## config.mk

```make
export PLATFORM = sky130hd
export DESIGN_NAME = clock_display_mux
export DESIGN_NICKNAME = d
export VERILOG_FILES = /design/src/rtl/clock_disp_pkg.sv /design/src/rtl/seg7_encoder.sv /design/src/rtl/clock_display_mux.sv
export SDC_FILE = /design/constraint.sdc
export NUM_CORES = 1
export LEC_CHECK = 0
export ABC_AREA = 0
export CAP_MARGIN = 20
export CORE_MARGIN = 2
export CORE_UTILIZATION = 35
export DETAILED_ROUTE_END_ITERATION = 10
export PLACE_DENSITY = 0.57
export RECOVER_POWER = 100
export SLEW_MARGIN = 25
export SYNTH_ARGS = -nofsm -noshare
export SYNTH_HDL_FRONTEND = slang
export SYNTH_SLANG_ARGS = --single-unit
```

## constraint.sdc

```tcl
create_clock -name clk -period 3.8 [get_ports clk]
set_clock_uncertainty 0.1 [all_clocks]
set_input_delay 0.76 -clock clk [delete_from_list [all_inputs] [get_ports clk]]
set_output_delay 0.76 -clock clk [all_outputs]
set_load 0.05 [all_outputs]
```

## src/rtl/clock_disp_pkg.sv

```systemverilog
// Shared constants, types and helpers for the multiplexed clock display.
package clock_disp_pkg;

  // Active-low seven-segment codes, bit order {g,f,e,d,c,b,a}
  localparam logic [6:0] SEG_0    = 7'b1000000;
  localparam logic [6:0] SEG_1    = 7'b1111001;
  localparam logic [6:0] SEG_2    = 7'b0100100;
  localparam logic [6:0] SEG_3    = 7'b0110000;
  localparam logic [6:0] SEG_4    = 7'b0011001;
  localparam logic [6:0] SEG_5    = 7'b0010010;
  localparam logic [6:0] SEG_6    = 7'b0000010;
  localparam logic [6:0] SEG_7    = 7'b1111000;
  localparam logic [6:0] SEG_8    = 7'b0000000;
  localparam logic [6:0] SEG_9    = 7'b0010000;
  localparam logic [6:0] SEG_OFF  = 7'b1111111;
  localparam logic [6:0] SEG_DASH = 7'b0111111;

  // Digit slot order, rightmost digit first
  typedef enum logic [2:0] {
    DIG_SEC_ONES = 3'd0,
    DIG_SEC_TENS = 3'd1,
    DIG_MIN_ONES = 3'd2,
    DIG_MIN_TENS = 3'd3,
    DIG_HR_ONES  = 3'd4,
    DIG_HR_TENS  = 3'd5
  } digit_idx_e;

  // Largest legal value of each time field
  localparam logic [5:0] SEC_MIN_MAX = 6'd59;
  localparam logic [4:0] HR_MAX      = 5'd23;

  // One coherent copy of the time, loaded once per display frame
  typedef struct packed {
    logic [4:0] hr;
    logic [5:0] min;
    logic [5:0] sec;
  } time_snap_t;

  // Binary to {tens, ones} BCD by successive compare/subtract (no divider).
  // Valid for 0..63, which covers every value a 6-bit field can hold.
  function automatic logic [7:0] bin_to_bcd(input logic [5:0] value);
    logic [5:0] rem_v;
    logic [3:0] tens_v;
    rem_v  = value;
    tens_v = 4'd0;
    if (rem_v >= 6'd40) begin
      rem_v  = rem_v - 6'd40;
      tens_v = tens_v + 4'd4;
    end else begin
      rem_v  = rem_v;
    end
    if (rem_v >= 6'd20) begin
      rem_v  = rem_v - 6'd20;
      tens_v = tens_v + 4'd2;
    end else begin
      rem_v  = rem_v;
    end
    if (rem_v >= 6'd10) begin
      rem_v  = rem_v - 6'd10;
      tens_v = tens_v + 4'd1;
    end else begin
      rem_v  = rem_v;
    end
    return {tens_v, rem_v[3:0]};
  endfunction

endpackage

```

## src/rtl/seg7_encoder.sv

```systemverilog
// BCD digit to active-low seven-segment pattern; non-decimal codes show nothing.
module seg7_encoder
  import clock_disp_pkg::*;
(
  input  logic [3:0] bcd,
  output logic [6:0] seg
);

  // Pure lookup from digit value to segment pattern
  always_comb begin
    seg = SEG_OFF;
    case (bcd)
      4'd0:    seg = SEG_0;
      4'd1:    seg = SEG_1;
      4'd2:    seg = SEG_2;
      4'd3:    seg = SEG_3;
      4'd4:    seg = SEG_4;
      4'd5:    seg = SEG_5;
      4'd6:    seg = SEG_6;
      4'd7:    seg = SEG_7;
      4'd8:    seg = SEG_8;
      4'd9:    seg = SEG_9;
      default: seg = SEG_OFF;
    endcase
  end

endmodule

```

## src/rtl/clock_display_mux.sv

```systemverilog
// Six-digit HH:MM:SS multiplexed LED driver with per-frame time snapshot,
// anti-ghosting blank interval, range checking and hour leading-zero blanking.
module clock_display_mux
  import clock_disp_pkg::*;
#(
  parameter int unsigned SCAN_DIV     = 1000,
  parameter int unsigned BLANK_CYCLES = 2,
  parameter bit          HR_LZ_BLANK  = 1'b1
) (
  input  logic       clk,
  input  logic       reset,
  input  logic [5:0] sec,
  input  logic [5:0] min,
  input  logic [4:0] hr,
  output logic [6:0] seg,
  output logic [5:0] an,
  output logic       dp
);

  localparam int CNT_W = $clog2(SCAN_DIV);

  logic [CNT_W-1:0] scan_cnt_r;
  digit_idx_e       digit_idx_r;
  digit_idx_e       digit_idx_next_s;
  logic             first_r;
  time_snap_t       snap_r;

  logic             cnt_wrap_s;
  logic             frame_wrap_s;
  logic             blank_s;

  logic [7:0]       sec_bcd_s;
  logic [7:0]       min_bcd_s;
  logic [7:0]       hr_bcd_s;
  logic             sec_ok_s;
  logic             min_ok_s;
  logic             hr_ok_s;
  logic [3:0]       digit_s;
  logic             dash_s;
  logic             lz_s;
  logic [6:0]       enc_seg_s;

  logic [6:0]       seg_next_s;
  logic [5:0]       an_next_s;
  logic             dp_next_s;
  logic [6:0]       seg_r;
  logic [5:0]       an_r;
  logic             dp_r;

  assign cnt_wrap_s   = (scan_cnt_r == CNT_W'(SCAN_DIV - 1));
  assign frame_wrap_s = cnt_wrap_s && (digit_idx_r == DIG_HR_TENS);
  assign blank_s      = (32'(scan_cnt_r) < BLANK_CYCLES);

  // Successor of the current digit slot, wrapping after the hour tens digit
  always_comb begin
    digit_idx_next_s = DIG_SEC_ONES;
    case (digit_idx_r)
      DIG_SEC_ONES: digit_idx_next_s = DIG_SEC_TENS;
      DIG_SEC_TENS: digit_idx_next_s = DIG_MIN_ONES;
      DIG_MIN_ONES: digit_idx_next_s = DIG_MIN_TENS;
      DIG_MIN_TENS: digit_idx_next_s = DIG_HR_ONES;
      DIG_HR_ONES:  digit_idx_next_s = DIG_HR_TENS;
      DIG_HR_TENS:  digit_idx_next_s = DIG_SEC_ONES;
      default:      digit_idx_next_s = DIG_SEC_ONES;
    endcase
  end

  // Scan timing and the time snapshot, loaded on the first edge out of reset
  // and at every frame wrap so a frame never mixes two different times
  always_ff @(posedge clk or negedge reset) begin
    if (!reset) begin
      scan_cnt_r  <= {CNT_W{1'b0}};
      digit_idx_r <= DIG_SEC_ONES;
      first_r     <= 1'b1;
      snap_r      <= '{hr: 5'd0, min: 6'd0, sec: 6'd0};
    end else begin
      first_r <= 1'b0;
      if (cnt_wrap_s) begin
        scan_cnt_r  <= {CNT_W{1'b0}};
        digit_idx_r <= digit_idx_next_s;
      end else begin
        scan_cnt_r  <= scan_cnt_r + CNT_W'(1);
        digit_idx_r <= digit_idx_r;
      end
      if (first_r || frame_wrap_s) begin
        snap_r <= '{hr: hr, min: min, sec: sec};
      end else begin
        snap_r <= snap_r;
      end
    end
  end

  // Pick the digit for the current slot from the snapshot, with range and
  // leading-zero qualifiers
  always_comb begin
    sec_bcd_s = bin_to_bcd(snap_r.sec);
    min_bcd_s = bin_to_bcd(snap_r.min);
    hr_bcd_s  = bin_to_bcd({1'b0, snap_r.hr});
    sec_ok_s  = (snap_r.sec <= SEC_MIN_MAX);
    min_ok_s  = (snap_r.min <= SEC_MIN_MAX);
    hr_ok_s   = (snap_r.hr <= HR_MAX);
    digit_s   = 4'd0;
    dash_s    = 1'b0;
    lz_s      = 1'b0;
    case (digit_idx_r)
      DIG_SEC_ONES: begin
        digit_s = sec_bcd_s[3:0];
        dash_s  = !sec_ok_s;
      end
      DIG_SEC_TENS: begin
        digit_s = sec_bcd_s[7:4];
        dash_s  = !sec_ok_s;
      end
      DIG_MIN_ONES: begin
        digit_s = min_bcd_s[3:0];
        dash_s  = !min_ok_s;
      end
      DIG_MIN_TENS: begin
        digit_s = min_bcd_s[7:4];
        dash_s  = !min_ok_s;
      end
      DIG_HR_ONES: begin
        digit_s = hr_bcd_s[3:0];
        dash_s  = !hr_ok_s;
      end
      DIG_HR_TENS: begin
        digit_s = hr_bcd_s[7:4];
        dash_s  = !hr_ok_s;
        lz_s    = HR_LZ_BLANK && hr_ok_s && (hr_bcd_s[7:4] == 4'd0);
      end
      default: begin
        digit_s = 4'd0;
        dash_s  = 1'b1;
        lz_s    = 1'b0;
      end
    endcase
  end

  seg7_encoder u_seg7_encoder (
    .bcd (digit_s),
    .seg (enc_seg_s)
  );

  // Next values of the pins: all dark while blanking, else one anode driven
  always_comb begin
    an_next_s  = 6'b111111;
    seg_next_s = SEG_OFF;
    dp_next_s  = 1'b1;
    if (blank_s) begin
      an_next_s  = 6'b111111;
      seg_next_s = SEG_OFF;
      dp_next_s  = 1'b1;
    end else begin
      an_next_s = ~(6'b000001 << digit_idx_r);
      if (dash_s) begin
        seg_next_s = SEG_DASH;
      end else if (lz_s) begin
        seg_next_s = SEG_OFF;
      end else begin
        seg_next_s = enc_seg_s;
      end
      if ((digit_idx_r == DIG_MIN_ONES) || (digit_idx_r == DIG_HR_ONES)) begin
        dp_next_s = 1'b0;
      end else begin
        dp_next_s = 1'b1;
      end
    end
  end

  // Output pin registers; dark immediately on reset
  always_ff @(posedge clk or negedge reset) begin
    if (!reset) begin
      seg_r <= SEG_OFF;
      an_r  <= 6'b111111;
      dp_r  <= 1'b1;
    end else begin
      seg_r <= seg_next_s;
      an_r  <= an_next_s;
      dp_r  <= dp_next_s;
    end
  end

  assign seg = seg_r;
  assign an  = an_r;
  assign dp  = dp_r;

endmodule

```

=== Yosys cells after proc, flatten, opt, wreduce, memory -nomap -nowiden ===
Memory sizes are Yosys's and may differ from the RTL's.
Cells that the tools add are included.

* Add/sub/neg operators: 16
* Magnitude comparators: 13
* Equal/unequal tests: 6
* Shift-type cells: 1
* Muxes and demuxes: 29
* Bitwise gates (word level): 1
* Reduce and logical (&&, ||, !) cells: 12

{| class="wikitable"
|+ Operator list
! cell !! number
|-
| 2-to-1 mux 6 bit || 7
|-
| 2-to-1 mux 4 bit || 9
|-
| one-hot mux 4 bit (6 select lines) || 1
|-
| 2-to-1 mux 7 bit || 3
|-
| greater-or-equal comparator 6 x 4 -> 1 bit (second input constant) || 3
|-
| greater-or-equal comparator 6 x 5 -> 1 bit (second input constant) || 3
|-
| subtractor 6 x 5 -> 6 bit (second input constant) || 3
|-
| one-hot mux 3 bit (5 select lines) || 1
|-
| adder 4 x 1 -> 4 bit (second input constant) || 3
|-
| adder 4 x 2 -> 4 bit (second input constant) || 3
|-
| greater-or-equal comparator 6 bit (second input constant) || 2
|-
| <= comparator 6 bit (second input constant) || 2
|-
| subtractor 4 bit (second input constant) || 3
|-
| subtractor 6 bit (second input constant) || 2
|-
| adder 10 x 1 -> 10 bit (second input constant) || 1
|-
| == test 10 bit (second input constant) || 1
|-
| < comparator 10 x 2 -> 1 bit (second input constant) || 1
|-
| 2-to-1 mux 10 bit || 1
|-
| 2-to-1 mux 3 bit || 3
|-
| == test 3 x 2 -> 1 bit (second input constant) || 2
|-
| == test 3 bit (second input constant) || 2
|-
| greater-or-equal comparator 5 x 6 -> 1 bit (second input constant) || 1
|-
| inverter 6 bit || 1
|-
| OR reduction 2 bit || 3
|-
| other kinds (11) || 17
|}

* Register bits: 45
* Memory bits (read-only): 112
* Input bits: 19
* Output and inout bits: 14
* Word-level logic and storage cells: 88
* Memories: 1

{| class="wikitable"
|+ Memories
! name !! depth !! bits a word !! read ports !! clocked after Yosys merged registers in !! wr ports !! RTL line !! text
|-
| (name not given) || 16 || 7 || 1 || 0 || 0 || seg7_encoder.sv:12 || <nowiki>case (bcd)</nowiki>
|}

=== Logic depth before layout (Yosys ltp) ===
Gate-level depths: netlist (run 1).

* Depth after elaboration: 12
* Depth in mapped cells: 15
* Depth with buffers taken out: 15

=== Hierarchy ===
Synthesis (run 1) repeated with hierarchy kept, for this count alone.

* Cells, all modules: 335
* Area total of the unflattened synthesis: 3,019.1 um^2

{| class="wikitable"
|+ By module, submodules not included
! module !! times used !! cells each !! area each (um^2) !! seq. area each (um^2)
|-
| clock_display_mux || 1 || 302 || 2,808.9 || 1,144.8
|-
| seg7_encoder || 1 || 33 || 210.2 || 0.0
|}

=== Worst setup path before layout (run 1) ===
No wires, ideal clock.

* Kind: register to register
* From: register snap_r[5] (netlist bit)
* To: register seg_r[6] (netlist: seg[6])
* Library setup time: 0.083 ns
* Data arrival time: 3.556 ns
* Required time: 3.617 ns
* Setup slack: 0.061 ns
* Cell stages (with the launch flop): 16
* Path buffers: 2
* Clock period less this slack: 3.739 ns
* Path through: dfrtp_1 -> clkbuf_1 -> nand2b_1 -> and2_1 -> ha_1 -> a211o_2 -> and3_2 -> or3_1 -> inv_1 -> ha_1 -> or3b_1 -> a21oi_1 -> or4_4 -> buf_6 -> or4b_1 -> o311a_1

* Word-level cells in the longest chain between the ends: 11
* Elaborated cells on any way between the ends: 22
* Those cells by class: 5 x add/sub; 4 x order compare; 11 x mux; 1 x reduce/logical; 1 x memory

{| class="wikitable"
|+ RTL lines
! element !! RTL line !! text
|-
| from (decl) || clock_display_mux.sv:26 || <nowiki>time_snap_t snap_r;</nowiki>
|-
| from (signal assigned) || clock_display_mux.sv:75 || <nowiki>snap_r <= '{hr: 5'd0, min: 6'd0, sec: 6'd0};</nowiki>
|-
| from (signal assigned) || clock_display_mux.sv:86 || <nowiki>snap_r <= '{hr: hr, min: min, sec: sec};</nowiki>
|-
| from (signal assigned) || clock_display_mux.sv:88 || <nowiki>snap_r <= snap_r;</nowiki>
|-
| subtractor 6 bit or greater-or-equal comparator 6 bit (tied branches) || clock_disp_pkg.sv:47, clock_disp_pkg.sv:46 ||
|-
| 2-to-1 mux 6 bit or 2-to-1 mux 3 bit (tied branches) || clock_disp_pkg.sv:46 || <nowiki>if (rem_v >= 6'd40) begin</nowiki>
|-
| subtractor 6 x 5 -> 6 bit (tied with other cells) || clock_disp_pkg.sv:53 || <nowiki>rem_v = rem_v - 6'd20;</nowiki>
|-
| 2-to-1 mux 6 bit or 2-to-1 mux 4 bit (tied branches) || clock_disp_pkg.sv:52 || <nowiki>if (rem_v >= 6'd20) begin</nowiki>
|-
| greater-or-equal comparator 6 x 4 -> 1 bit (tied with other cells) || clock_disp_pkg.sv:58 || <nowiki>if (rem_v >= 6'd10) begin</nowiki>
|-
| 2-to-1 mux 4 bit || clock_disp_pkg.sv:58 ||
|-
| one-hot mux 4 bit (6 select lines) || clock_display_mux.sv:105 || <nowiki>case (digit_idx_r)</nowiki>
|-
| memory read (16 x 7 bit) || -- ||
|-
| 2-to-1 mux 7 bit || clock_display_mux.sv:157 || <nowiki>end else if (lz_s) begin</nowiki>
|-
| 2-to-1 mux 7 bit (*) || clock_display_mux.sv:155 || <nowiki>if (dash_s) begin</nowiki>
|-
| 2-to-1 mux 7 bit (*) || clock_display_mux.sv:149 || <nowiki>if (blank_s) begin</nowiki>
|-
| via seg_next_s[6] || clock_display_mux.sv:43 || <nowiki>logic [6:0] seg_next_s;</nowiki>
|-
| to (signal assigned) || clock_display_mux.sv:177 || <nowiki>seg_r <= seg_next_s;</nowiki>
|-
| to (decl) || clock_display_mux.sv:46 || <nowiki>logic [6:0] seg_r;</nowiki>
|}

The timed path passes the listed nets; every way through them passes the cells marked *.
A chain may end at the register's enable or synchronous reset.

=== Worst setup path in the final report (run 1) ===
* From: register snap_r[3] (netlist bit)
* To: register seg_r[6] (netlist: seg[6])

Same word-level chain as after synthesis.

==> results of run 1 <==
final cells by class:
cell class	instances	area (um2)
Timing Repair Buffer	42	385
Clock buffer	6	72.6
Fill cell	880	5020
Inverter	22	82.6
Tap cell	108	135
Sequential cell	45	1150
Clock inverter	2	15.0
Multi-Input combinational cell	254	1780
registers in the layout, summed over array words and instances, names as in the netlist:
register,cells
seg,7
digit_idx_r,3
an,6
scan_cnt_r,10
dp,1
first_r,1
snap_r,17
per-stage QoR:
step                      worst slack [ns]  instances
after floorplan                     0.0605        336
after global placement               0.208        471
after detailed placement            0.0917        471
after CTS                           0.0695        479
after global routing               0.00939        479
final                                0.138        479
cells by family after synthesis:
logic type	share of synthesized area (%)
AND/OR/NAND/NOR	21.7
AO/OA/AOI/OAI	19.5
flip-flops	37.2
buffers and inverters	4.92
multiplexers	8.22
adder cells (fa/ha/maj)	6.11
XOR/XNOR	2.28
other	0.122
power groups by stage:
stage,Sequential [mW],Combinational (mW),Clock (mW)
2_1_floorplan,0.739,0.369,0
3_3_place_gp,0.609,0.679,0
3_5_place_dp,0.610,0.687,0
4_1_cts,0.601,0.689,0.315
5_1_grt,0.612,0.738,0.333
6_report,0.598,0.673,0.302
metal layers:
metal,up-vias,track usage [%]
li1,1303,-
met1,1237,19.7
met2,43,24.2
met3,6,2.66
met4,0,3.21
met5,-,0
Yosys cell counts (6+ instances only):
cell / n
sky130_fd_sc_hd__nand3_1: 11
sky130_fd_sc_hd__clkbuf_1: 11
sky130_fd_sc_hd__nor3_1: 7
sky130_fd_sc_hd__a21oi_1: 12
sky130_fd_sc_hd__inv_1: 22
sky130_fd_sc_hd__nor2b_1: 11
sky130_fd_sc_hd__ha_1: 15
sky130_fd_sc_hd__dfstp_2: 15
sky130_fd_sc_hd__nand2_1: 20
sky130_fd_sc_hd__nand2b_1: 6
sky130_fd_sc_hd__mux2_2: 18
sky130_fd_sc_hd__nor2_1: 29
sky130_fd_sc_hd__o21ai_0: 23
sky130_fd_sc_hd__dfrtp_1: 30
path summary, 6_finish.rpt:
kind / slack (ns) / depth (start not counted) / to
worst min register to register: 0.40 / 1 / scan_cnt_r[0]
worst max register to register: 0.14 / 13 / seg[6]
min in group asynchronous: 1.05 / 1 / snap_r[9]
worst max-delay path: 0.14 / 13 / seg[6]
worst min-delay path: 0.40 / 1 / scan_cnt_r[0]
max in group asynchronous: 1.07 / 1 / snap_r[4]
repair_timing:
| action | in CTS | in global routing |
|---|---|---|
| resized for setup | 0 | 5 |
| hold buffers | 0 | 0 |
| endpoints found under the setup margin | 0 | 6 |
==> qor.csv, run 1 <==
stage,metric,value,unit
outcome,outcome,"complete, but fails checks",
outcome,failed_checks,"capacitance limit, slew limit",
sta,worst_slew_pin_slew,2.32,ns
setup_path,worst-setup-path-type,flop to flop,
setup_path,worst_setup_path_end_kind,flop,
final_layout,final_core_utilization,41.9,%
cts,cts_buffers,5,
floorplanning,floorplan.rows,34,
detailed_routing,detail-route-antenna-nets,0,
synth,synth-edff-count,0,
sta,setup_repair_after_global_routing_missed_its_margin,false,
setup_path,cp.buffers_inverters,2,
global_route,first_global_vias,2433,
power_and_ir_drop,p_comb_share,42.8,%
min_path,hold_path.startpoint,scan_cnt_r[0],
power_and_ir_drop,total_switching_power,0.598,mW
detailed_routing,met3WireLength,179,um
final_layout,num_antenna_cells,0,
final_layout,layout_common_cells,"29 x sky130_fd_sc_hd__nor2_1, 29 x sky130_fd_sc_hd__dfrtp_1, 22 x sky130_fd_sc_hd__inv_1",
cts,cts_setup_buffers,0,
synth,netlist_top_cells_area,"sky130_fd_sc_hd__dfrtp_1 24%, sky130_fd_sc_hd__dfstp_2 13%, sky130_fd_sc_hd__mux2_2 6.6%",
floorplanning,top_level_ports,33,
global_route,grt_antenna_before_repair,0,
sta,hold_ws,0.404,ns
detailed_routing,topRoutingLayerUsed,met4,
detailed_routing,postRouteWirelength,6.56,mm
detailed_routing,route.vias.total,2589,
synth,synthesis.area_per_instance,9.15,um2
power_and_ir_drop,clkPwrFrac,19.2,%
detailed_routing,met2_wirelength,3.12,mm
final_layout,layout-drive-gt1-share,17.5,%
detailed_routing,routed_wire_length_per_instance,13.7,um
synth,ys.warnings.count,0,
placement,place_area,3550,um2
final_layout,nNetsFinal,404,
power_and_ir_drop,power_leakage,1.45,nW
final_layout,final_cell_area,3620,um2
detailed_routing,drt_iter0_markers,143,
sta,setup-violations-final,0,
placement,detailedPlacementHpwl,4.91,mm
cts,cts.root.buffer_cell,sky130_fd_sc_hd__clkbuf_8,
synth,post_synth_inst_count,336,
sta,report.final.hold_viol_count,0,
job,maxCapViolations,2,
setup_path,path_delay_family,simple AND/OR/NAND/NOR gates,
setup_path,worst-endpoint-required,3.93,ns
final_layout,area_delta_synth_final,17.7,%
floorplanning,die_x,97.7,um
detailed_routing,detailedRoute.firstPassIterationCount,4,
floorplanning,die-area,9550,um2
synth,synthesis.area,3070,um2
placement,port_buffers,32,
power_and_ir_drop,power_per_cell_area,435,nW/um2
cts,clkSinkCount,45,
global_route,grt-ovfl-total,0,
synth,cell_accounting_for_the_most_synthesized_area,sky130_fd_sc_hd__dfrtp_1,
min_path,holdCritPathClass,flop to flop,
detailed_routing,post_drt_via_cell_ratio,5.41,
setup_path,timing.critical_path.from_type,flop,
global_route,global_route.usage.total,14.5,%
cts,ctsHtreeMaxLevel,2,
detailed_routing,wl_met1,3.20,mm
global_route,grt_first_pass_wirelength,11.5,mm
synth,synth_nets,370,
synth,number_of_synthesized_register_bits,45,
placement,gp_congestion,0.801,
synth,netlist-cell-type-count,69,
setup_path,timing.rr.start,snap_r[3],
power_and_ir_drop,vdd.ir_drop.worst,0.159,mV
power_and_ir_drop,power.sequential.fraction,38.0,%
sta,setup-tns-final,0,ns
setup_path,critical_path_arrival,3.79,ns
sta,final_min_period_over_clock_period,96.4,%
power_and_ir_drop,internal,0.976,mW
synth,seq_area_frac_synth,37.2,%
synth,synthDominantCellAreaShare,24.4,%
synth,synth-main-ff-cell,sky130_fd_sc_hd__dfrtp_1,
global_route,grt_start_max_net_pins,46,
cts,max-clock-path-buffers,2,
synth,synth_async_sr_flop_share,100,%
setup_path,critPathMaxFanout,6,
sta,timing_max_transition_violations_final,64,
cts,cts.clk_slew.worst_paths,0.09,ns
setup_path,cpPeakStageDelay,0.53,ns
sta,timing.slew.headroom,-54.6,%
power_and_ir_drop,sw_frac_of_total,38.0,%
power_and_ir_drop,power.total,1.57,mW
detailed_routing,detail_route.drc_violations,0,
floorplanning,coreArea,8640,um2
sta,maxClockFrequency,273,MHz
setup_path,timing.critical_path.from,snap_r[3],
cts,cts_tree,done,
sta,period_needed,3.66,ns
floorplanning,initial_core_util,35.6,%
setup_path,cells_along_the_critical_path,inv_1 -> ha_1 -> and2_1 -> a211o_2 -> and3_2 -> or3_1 -> inv_1 -> ha_1 -> or3b_1 -> a21oi_1 -> or4_4 -> or4b_1 -> o311a_1,
cts,clkLatencyLatePin,0.30,ns
floorplanning,die_height,97.7,um
setup_path,timing.critical_path.slowest_stage_cell,sky130_fd_sc_hd__or4_4,
Note: power is estimated with default switching activity, not from simulation.
==> run 2, diff against run 1 <==
--- a/config.mk
+++ b/config.mk
@@ -10,7 +10,7 @@
 export CORE_MARGIN = 2
 export CORE_UTILIZATION = 35
 export DETAILED_ROUTE_END_ITERATION = 10
-export PLACE_DENSITY = 0.57
+export PLACE_DENSITY = 0.59
 export RECOVER_POWER = 100
 export SLEW_MARGIN = 25
 export SYNTH_ARGS = -nofsm -noshare
==> run 2 against run 1 <==
- total power up 1.9%
- final cell count unchanged
- sequential share of layout area down 0.086 points
- critical endpoint unchanged
- largest power group unchanged
- cell area up 0.38%
- utilization up 0.16 points
- fmax up 0.62%
- sequential cell count unchanged
- worst hold slack worse by 0.019 ns
- routed wire length up 2.1%
- the run still ends with capacitance limit, slew limit left
==> qor.csv, run 2 (synthesis gave the netlist of run 1 again) <==
stage,metric,value,unit,change
outcome,outcome,"complete, but fails checks",,unchanged
outcome,failed_checks,"capacitance limit, slew limit",,unchanged
global_route,grt_antenna_before_repair,0,,unchanged
placement,place_area,3520,um2,was 3550 um2
global_route,grt-ovfl-total,0,,unchanged
final_layout,regArea,1150,um2,about the same
power_and_ir_drop,power_leakage,1.46,nW,was 1.45 nW
floorplanning,die_height,97.7,um,unchanged
setup_path,critPathMaxFanout,9,,was 6
final_layout,largest_register_ff_count,17,,unchanged
power_and_ir_drop,power_per_cell_area,441,nW/um2,was 435 nW/um2
detailed_routing,detail-route-antenna-nets,0,,unchanged
final_layout,nNetsFinal,404,,unchanged
setup_path,critical_path_arrival,3.77,ns,was 3.79 ns
detailed_routing,routed_wire_length_per_instance,14.0,um,was 13.7 um
detailed_routing,post_drt_via_cell_ratio,5.34,,was 5.41
cts,max-clock-path-buffers,2,,unchanged
sta,setup-tns-final,0,ns,unchanged
detailed_routing,route.vias.total,2560,,was 2589
placement,detailedPlacementHpwl,4.85,mm,was 4.91 mm
floorplanning,initial_core_util,35.6,%,unchanged
job,maxCapViolations,2,,unchanged
setup_path,worst_setup_path_end_kind,flop,,unchanged
cts,cts.root.buffer_cell,sky130_fd_sc_hd__clkbuf_8,,unchanged
min_path,holdCritPathClass,flop to flop,,unchanged
global_route,grt_first_pass_wirelength,11.4,mm,was 11.5 mm
global_route,first_global_vias,2368,,was 2433
detailed_routing,postRouteWirelength,6.70,mm,was 6.56 mm
placement,place_ws,0.0414,ns,was 0.0917 ns
cts,cts_tree,done,,unchanged
final_layout,final_cell_area,3630,um2,was 3620 um2
placement,port_buffers,32,,unchanged
sta,maxClockFrequency,275,MHz,was 273 MHz
power_and_ir_drop,power.total,1.60,mW,was 1.57 mW
power_and_ir_drop,vdd.ir_drop.worst,0.189,mV,was 0.159 mV
final_layout,max_flop_register,snap_r,,unchanged
cts,cts.clk_slew.worst_paths,0.09,ns,about the same
sta,fin_ws,0.160,ns,was 0.138 ns
cts,clkSinkCount,45,,unchanged
setup_path,worst-endpoint-required,3.93,ns,about the same
detailed_routing,detailedRoute.firstPassIterationCount,4,,unchanged
final_layout,layout_common_cells,"29 x sky130_fd_sc_hd__nor2_1, 28 x sky130_fd_sc_hd__dfrtp_1, 22 x sky130_fd_sc_hd__inv_1",,"was 29 x sky130_fd_sc_hd__nor2_1, 29 x sky130_fd_sc_hd__dfrtp_1, 22 x sky130_fd_sc_hd__inv_1"
setup_path,reg2reg_depth,13,,unchanged
floorplanning,coreArea,8640,um2,unchanged
sta,timing.slew.headroom,-57.1,%,was -54.6%
floorplanning,top_level_ports,33,,unchanged
detailed_routing,drt_iter0_markers,214,,was 143
setup_path,timing.critical_path.from_type,flop,,unchanged
floorplanning,floorplan.rows,34,,unchanged
global_route,global_route.usage.total,14.3,%,was 14.5%
setup_path,worst-setup-path-type,flop to flop,,unchanged
placement,gp_congestion,0.804,,was 0.801
floorplanning,die_x,97.7,um,unchanged
final_layout,layout.cells.most_common,sky130_fd_sc_hd__nor2_1,,
final_layout,num_antenna_cells,0,,unchanged
cts,cts_buffers,5,,unchanged
cts,clkLatencyLatePin,0.31,ns,was 0.30 ns
final_layout,final_core_utilization,42.0,%,was 41.9%
final_layout,num-fill-cells,845,,was 880
sta,final_min_period_over_clock_period,95.8,%,was 96.4%
final_layout,layout-drive-gt1-share,18.3,%,was 17.5%
sta,report.final.hold_viol_count,0,,unchanged
sta,setup-violations-final,0,,unchanged
final_layout,area_of_the_multi_input_gates,1780,um2,about the same
detailed_routing,detail_route.drc_violations,0,,unchanged
min_path,min_path_cells,1,,unchanged
setup_path,r2r_setup_slack,0.16,ns,was 0.14 ns
sta,timing_max_transition_violations_final,64,,unchanged
sta,worst_slew_pin_slew,2.36,ns,was 2.32 ns
floorplanning,die-area,9550,um2,unchanged
cts,ctsHtreeMaxLevel,2,,unchanged
final_layout,area_delta_synth_final,18.1,%,was 17.7%
sta,period_needed,3.64,ns,was 3.66 ns
global_route,grt_start_max_net_pins,46,,unchanged
-- run 2: layer usage --
layer  wire [um]  GRT usage, %
met5           0             0
met4          74          3.53
met3         220          2.88
met2        3150          23.3
met1        3260          19.6
-- run 2: through the flow --
step                cells  hold WS [ns]
floorplan             336         0.355
global placement      469         0.373
detailed placement    469         0.376
CTS                   477         0.388
global route          479         0.437
finish                479         0.385
-- run 2: layout make-up --
| class | count | share of cell area, % |
|---|---|---|
| sequential | 45 | 31.6 |
| inverter | 22 | 2.27 |
| clock buffer | 6 | 2.27 |
| tap | 108 | 3.72 |
| multi-input combinational | 254 | 49.1 |
| timing repair buffer | 42 | 10.6 |
| clock inverter | 2 | 0.379 |
-- run 2: final timing paths --
kind                                from       endpoint
setup / recovery               snap_r[3]         seg[6]
hold / removal             scan_cnt_r[0]  scan_cnt_r[0]
setup reg to reg               snap_r[3]         seg[6]
hold reg to reg            scan_cnt_r[0]  scan_cnt_r[0]
max in group asynchronous          reset      snap_r[3]
min in group asynchronous          reset  scan_cnt_r[5]
-- run 2: critical path, cell delays in order, from the launching register on --
cell and delay [ns]:
sky130_fd_sc_hd__dfrtp_2 0.45, sky130_fd_sc_hd__nand3b_1 0.20, sky130_fd_sc_hd__and2_0 0.16, sky130_fd_sc_hd__ha_2 0.21, sky130_fd_sc_hd__a211o_2 0.30, sky130_fd_sc_hd__and3_2 0.22
sky130_fd_sc_hd__or3_1 0.39, sky130_fd_sc_hd__inv_1 0.07, sky130_fd_sc_hd__ha_1 0.15, sky130_fd_sc_hd__or3b_1 0.11, sky130_fd_sc_hd__a21oi_1 0.05, sky130_fd_sc_hd__or4_4 0.53
sky130_fd_sc_hd__or4b_1 0.47, sky130_fd_sc_hd__o311a_1 0.14
-- run 2: power breakdown --
group,switching (mW),internal [mW],leakage [nW]
Sequential,0.0401,0.562,0.521
Clock,0.174,0.148,0.0512
Combinational,0.393,0.286,0.889
Total,0.608,0.995,1.46
-- run 2: what timing repair did --
action                                  in CTS  in global routing
endpoints found under the setup margin       0                  7
endpoints found under the hold margin        0                  0
hold buffers                                 0                  0
resized for setup                            0                  6
setup buffers                                0                  2
==> run 3, diff against run 2 <==
--- a/config.mk
+++ b/config.mk
@@ -6,11 +6,12 @@
 export NUM_CORES = 1
 export LEC_CHECK = 0
 export ABC_AREA = 0
+export ABC_CLOCK_PERIOD_IN_PS = 3800
 export CAP_MARGIN = 20
 export CORE_MARGIN = 2
 export CORE_UTILIZATION = 35
 export DETAILED_ROUTE_END_ITERATION = 10
-export PLACE_DENSITY = 0.59
+export PLACE_DENSITY = 0.62
 export RECOVER_POWER = 100
 export SLEW_MARGIN = 25
 export SYNTH_ARGS = -nofsm -noshare
==> run 3 against run 2 <==
- via count down 0.23%
- the run still ends with capacitance limit, slew limit left
- largest cell class unchanged
- final cell count grew 0.63%
- register-to-register slack got worse by 0.02 ns
- highest routed layer unchanged
- worst hold slack better by 0.0015 ns
==> qor.csv, run 3 (synthesis gave the netlist of run 1 again) <==
stage,metric,value,unit,change
final_layout,area_delta_synth_final,18.8,%,was 18.1%
placement,place_ws,0.0441,ns,was 0.0414 ns
sta,fin_ws,0.144,ns,was 0.160 ns
global_route,grt_start_max_net_pins,46,,unchanged
floorplanning,top_level_ports,33,,unchanged
sta,report.final.hold_viol_count,0,,unchanged
final_layout,nNetsFinal,407,,was 404
floorplanning,die_height,97.7,um,unchanged
setup_path,worstSetupEndpoint,seg[6],,unchanged
final_layout,layout-drive-gt1-share,18.7,%,was 18.3%
sta,timing.slew.headroom,-59.3,%,was -57.1%
cts,max-clock-path-buffers,2,,unchanged
sta,final_min_period_over_clock_period,96.2,%,was 95.8%
sta,setup-violations-final,0,,unchanged
min_path,holdCritPathClass,flop to flop,,unchanged
setup_path,critPathMaxFanout,7,,was 9
detailed_routing,detailedRoute.firstPassIterationCount,4,,unchanged
placement,place_area,3530,um2,was 3520 um2
detailed_routing,routed_wire_length_per_instance,13.6,um,was 14.0 um
power_and_ir_drop,vdd.ir_drop.worst,0.164,mV,was 0.189 mV
final_layout,final_cell_area,3650,um2,was 3630 um2
setup_path,cp.buffers_inverters,1,,unchanged
global_route,grt-ovfl-total,0,,unchanged
cts,clkSinkCount,45,,unchanged
final_layout,regArea,1150,um2,unchanged
final_layout,stdcell_count,482,,was 479
final_layout,num_antenna_cells,0,,unchanged
detailed_routing,postRouteWirelength,6.56,mm,was 6.70 mm
setup_path,cells_along_the_critical_path,nand3b_1 -> and2_1 -> ha_2 -> a211o_2 -> and3_2 -> or3_1 -> inv_1 -> ha_1 -> or3b_1 -> a21oi_1 -> or4_4 -> or4b_1 -> o311a_1,,was nand3b_1 -> and2_0 -> ha_2 -> a211o_2 -> and3_2 -> or3_1 -> inv_1 -> ha_1 -> or3b_1 -> a21oi_1 -> or4_4 -> or4b_1 -> o311a_1
placement,port_buffers,32,,unchanged
setup_path,timing.critical_path.from_type,flop,,unchanged
final_layout,layout.cells.most_common,sky130_fd_sc_hd__nor2_1,,unchanged
sta,timing_max_transition_violations_final,64,,unchanged
final_layout,max_flop_register,snap_r,,unchanged
setup_path,reg2reg_depth,13,,unchanged
floorplanning,initial_core_util,35.6,%,unchanged
setup_path,worst_setup_path_end_kind,flop,,unchanged
min_path,hold_path.startpoint,scan_cnt_r[0],,unchanged
setup_path,path_delay_family,simple AND/OR/NAND/NOR gates,,unchanged
setup_path,timing.critical_path.slowest_stage_cell,sky130_fd_sc_hd__or4_4,,unchanged
detailed_routing,drt_iter0_markers,148,,was 214
outcome,failed_checks,"capacitance limit, slew limit",,unchanged
detailed_routing,detail-route-antenna-nets,0,,unchanged
setup_path,r2r_setup_slack,0.14,ns,was 0.16 ns
cts,hold_buffers,0,,unchanged
cts,cts.root.buffer_cell,sky130_fd_sc_hd__clkbuf_8,,unchanged
setup_path,timing.rr.start,snap_r[3],,unchanged
setup_path,rr_endpoint,seg[6],,unchanged
global_route,global_route.usage.total,14.5,%,was 14.3%
job,maxCapViolations,2,,unchanged
power_and_ir_drop,power_leakage,1.48,nW,was 1.46 nW
cts,cts_tree,done,,unchanged
floorplanning,die_x,97.7,um,unchanged
placement,gp_congestion,0.806,,was 0.804
power_and_ir_drop,power_per_cell_area,442,nW/um2,was 441 nW/um2
floorplanning,coreArea,8640,um2,unchanged
detailed_routing,post_drt_via_cell_ratio,5.30,,was 5.34
setup_path,worst-endpoint-required,3.94,ns,was 3.93 ns
setup_path,worst-setup-path-type,flop to flop,,unchanged
setup_path,cp_num_cells,13,,unchanged
final_layout,layout_common_cells,"29 x sky130_fd_sc_hd__nor2_1, 28 x sky130_fd_sc_hd__dfrtp_1, 23 x sky130_fd_sc_hd__o21ai_0",,"was 29 x sky130_fd_sc_hd__nor2_1, 28 x sky130_fd_sc_hd__dfrtp_1, 22 x sky130_fd_sc_hd__inv_1"
cts,cts_buffers,5,,unchanged
global_route,first_global_vias,2460,,was 2368
outcome,outcome,"complete, but fails checks",,unchanged
sta,worst_slew_pin_slew,2.39,ns,was 2.36 ns
floorplanning,die-area,9550,um2,unchanged
detailed_routing,route.vias.total,2554,,was 2560
setup_path,timing.critical_path.from,snap_r[3],,unchanged
global_route,grt_antenna_before_repair,0,,unchanged
global_route,grt_first_pass_wirelength,11.5,mm,was 11.4 mm
sta,setup-tns-final,0,ns,unchanged
cts,ctsHtreeMaxLevel,2,,unchanged
sta,period_needed,3.66,ns,was 3.64 ns
setup_path,critical_path_arrival,3.80,ns,was 3.77 ns
sta,maxClockFrequency,274,MHz,was 275 MHz
detailed_routing,detail_route.drc_violations,0,,unchanged
final_layout,num-fill-cells,853,,was 845
setup_path,cpPeakStageDelay,0.53,ns,about the same
final_layout,largest_register_ff_count,17,,unchanged
placement,detailedPlacementHpwl,4.85,mm,about the same
floorplanning,floorplan.rows,34,,unchanged
placement,instance_count_after_placement_with_tap_cells_included,470,,was 469
final_layout,area_of_the_multi_input_gates,1780,um2,about the same
cts,clkLatencyLatePin,0.31,ns,about the same
cts,cts.clk_slew.worst_paths,0.10,ns,was 0.09 ns
run 3: final cells by class:
class                   instances  share of cell area [%]
multi-input cells             254                    48.8
flip-flops and latches         45                    31.4
repair buffers                 45                    11.2
well taps                     108                    3.70
inverters                      22                    2.26
clock buffers                   5                    1.88
clock inverters                 3                   0.788
run 3: metrics by stage:
step | hold slack [ns] | util (%) | total power [mW]
floorplan | 0.355 | - | 1.11
global placement | 0.374 | 40.9 | 1.28
detailed placement | 0.375 | 40.9 | 1.30
CTS | 0.389 | 42.0 | 1.63
global route | 0.422 | 42.3 | 1.72
finish | 0.387 | 42.3 | 1.61
run 3: worst min-delay path by stage:
stage / endpoint / cells after the start / slack (ns)
after floorplan: scan_cnt_r[0] / 1 / 0.35
after global placement: scan_cnt_r[0] / 1 / 0.37
after detailed placement: scan_cnt_r[0] / 1 / 0.38
after CTS: scan_cnt_r[0] / 1 / 0.39
after global routing: scan_cnt_r[0] / 1 / 0.42
final: scan_cnt_r[0] / 1 / 0.39
run 3: power by group:
part           switching (mW)  internal [mW]
sequential             0.0386          0.562
clock                   0.194          0.139
combinational           0.391          0.288
total                   0.623          0.989
run 3: metal layers:
layer  global-route usage (%)  up-vias  share of wire [%]  routed length [um]
li1                         -     1310                  -                   -
met1                     19.6     1198                 48                3120
met2                     23.7       40                 47                3090
met3                     3.24        6                4.3                 285
met4                     3.53        0                1.0                  68
met5                        0        -                  0                   0
run 3: timing repair:
item / in CTS / in global routing
gates resized for setup: 0 / 4
setup endpoints to repair: 0 / 7
setup buffers: 0 / 4
hold endpoints to repair: 0 / 0
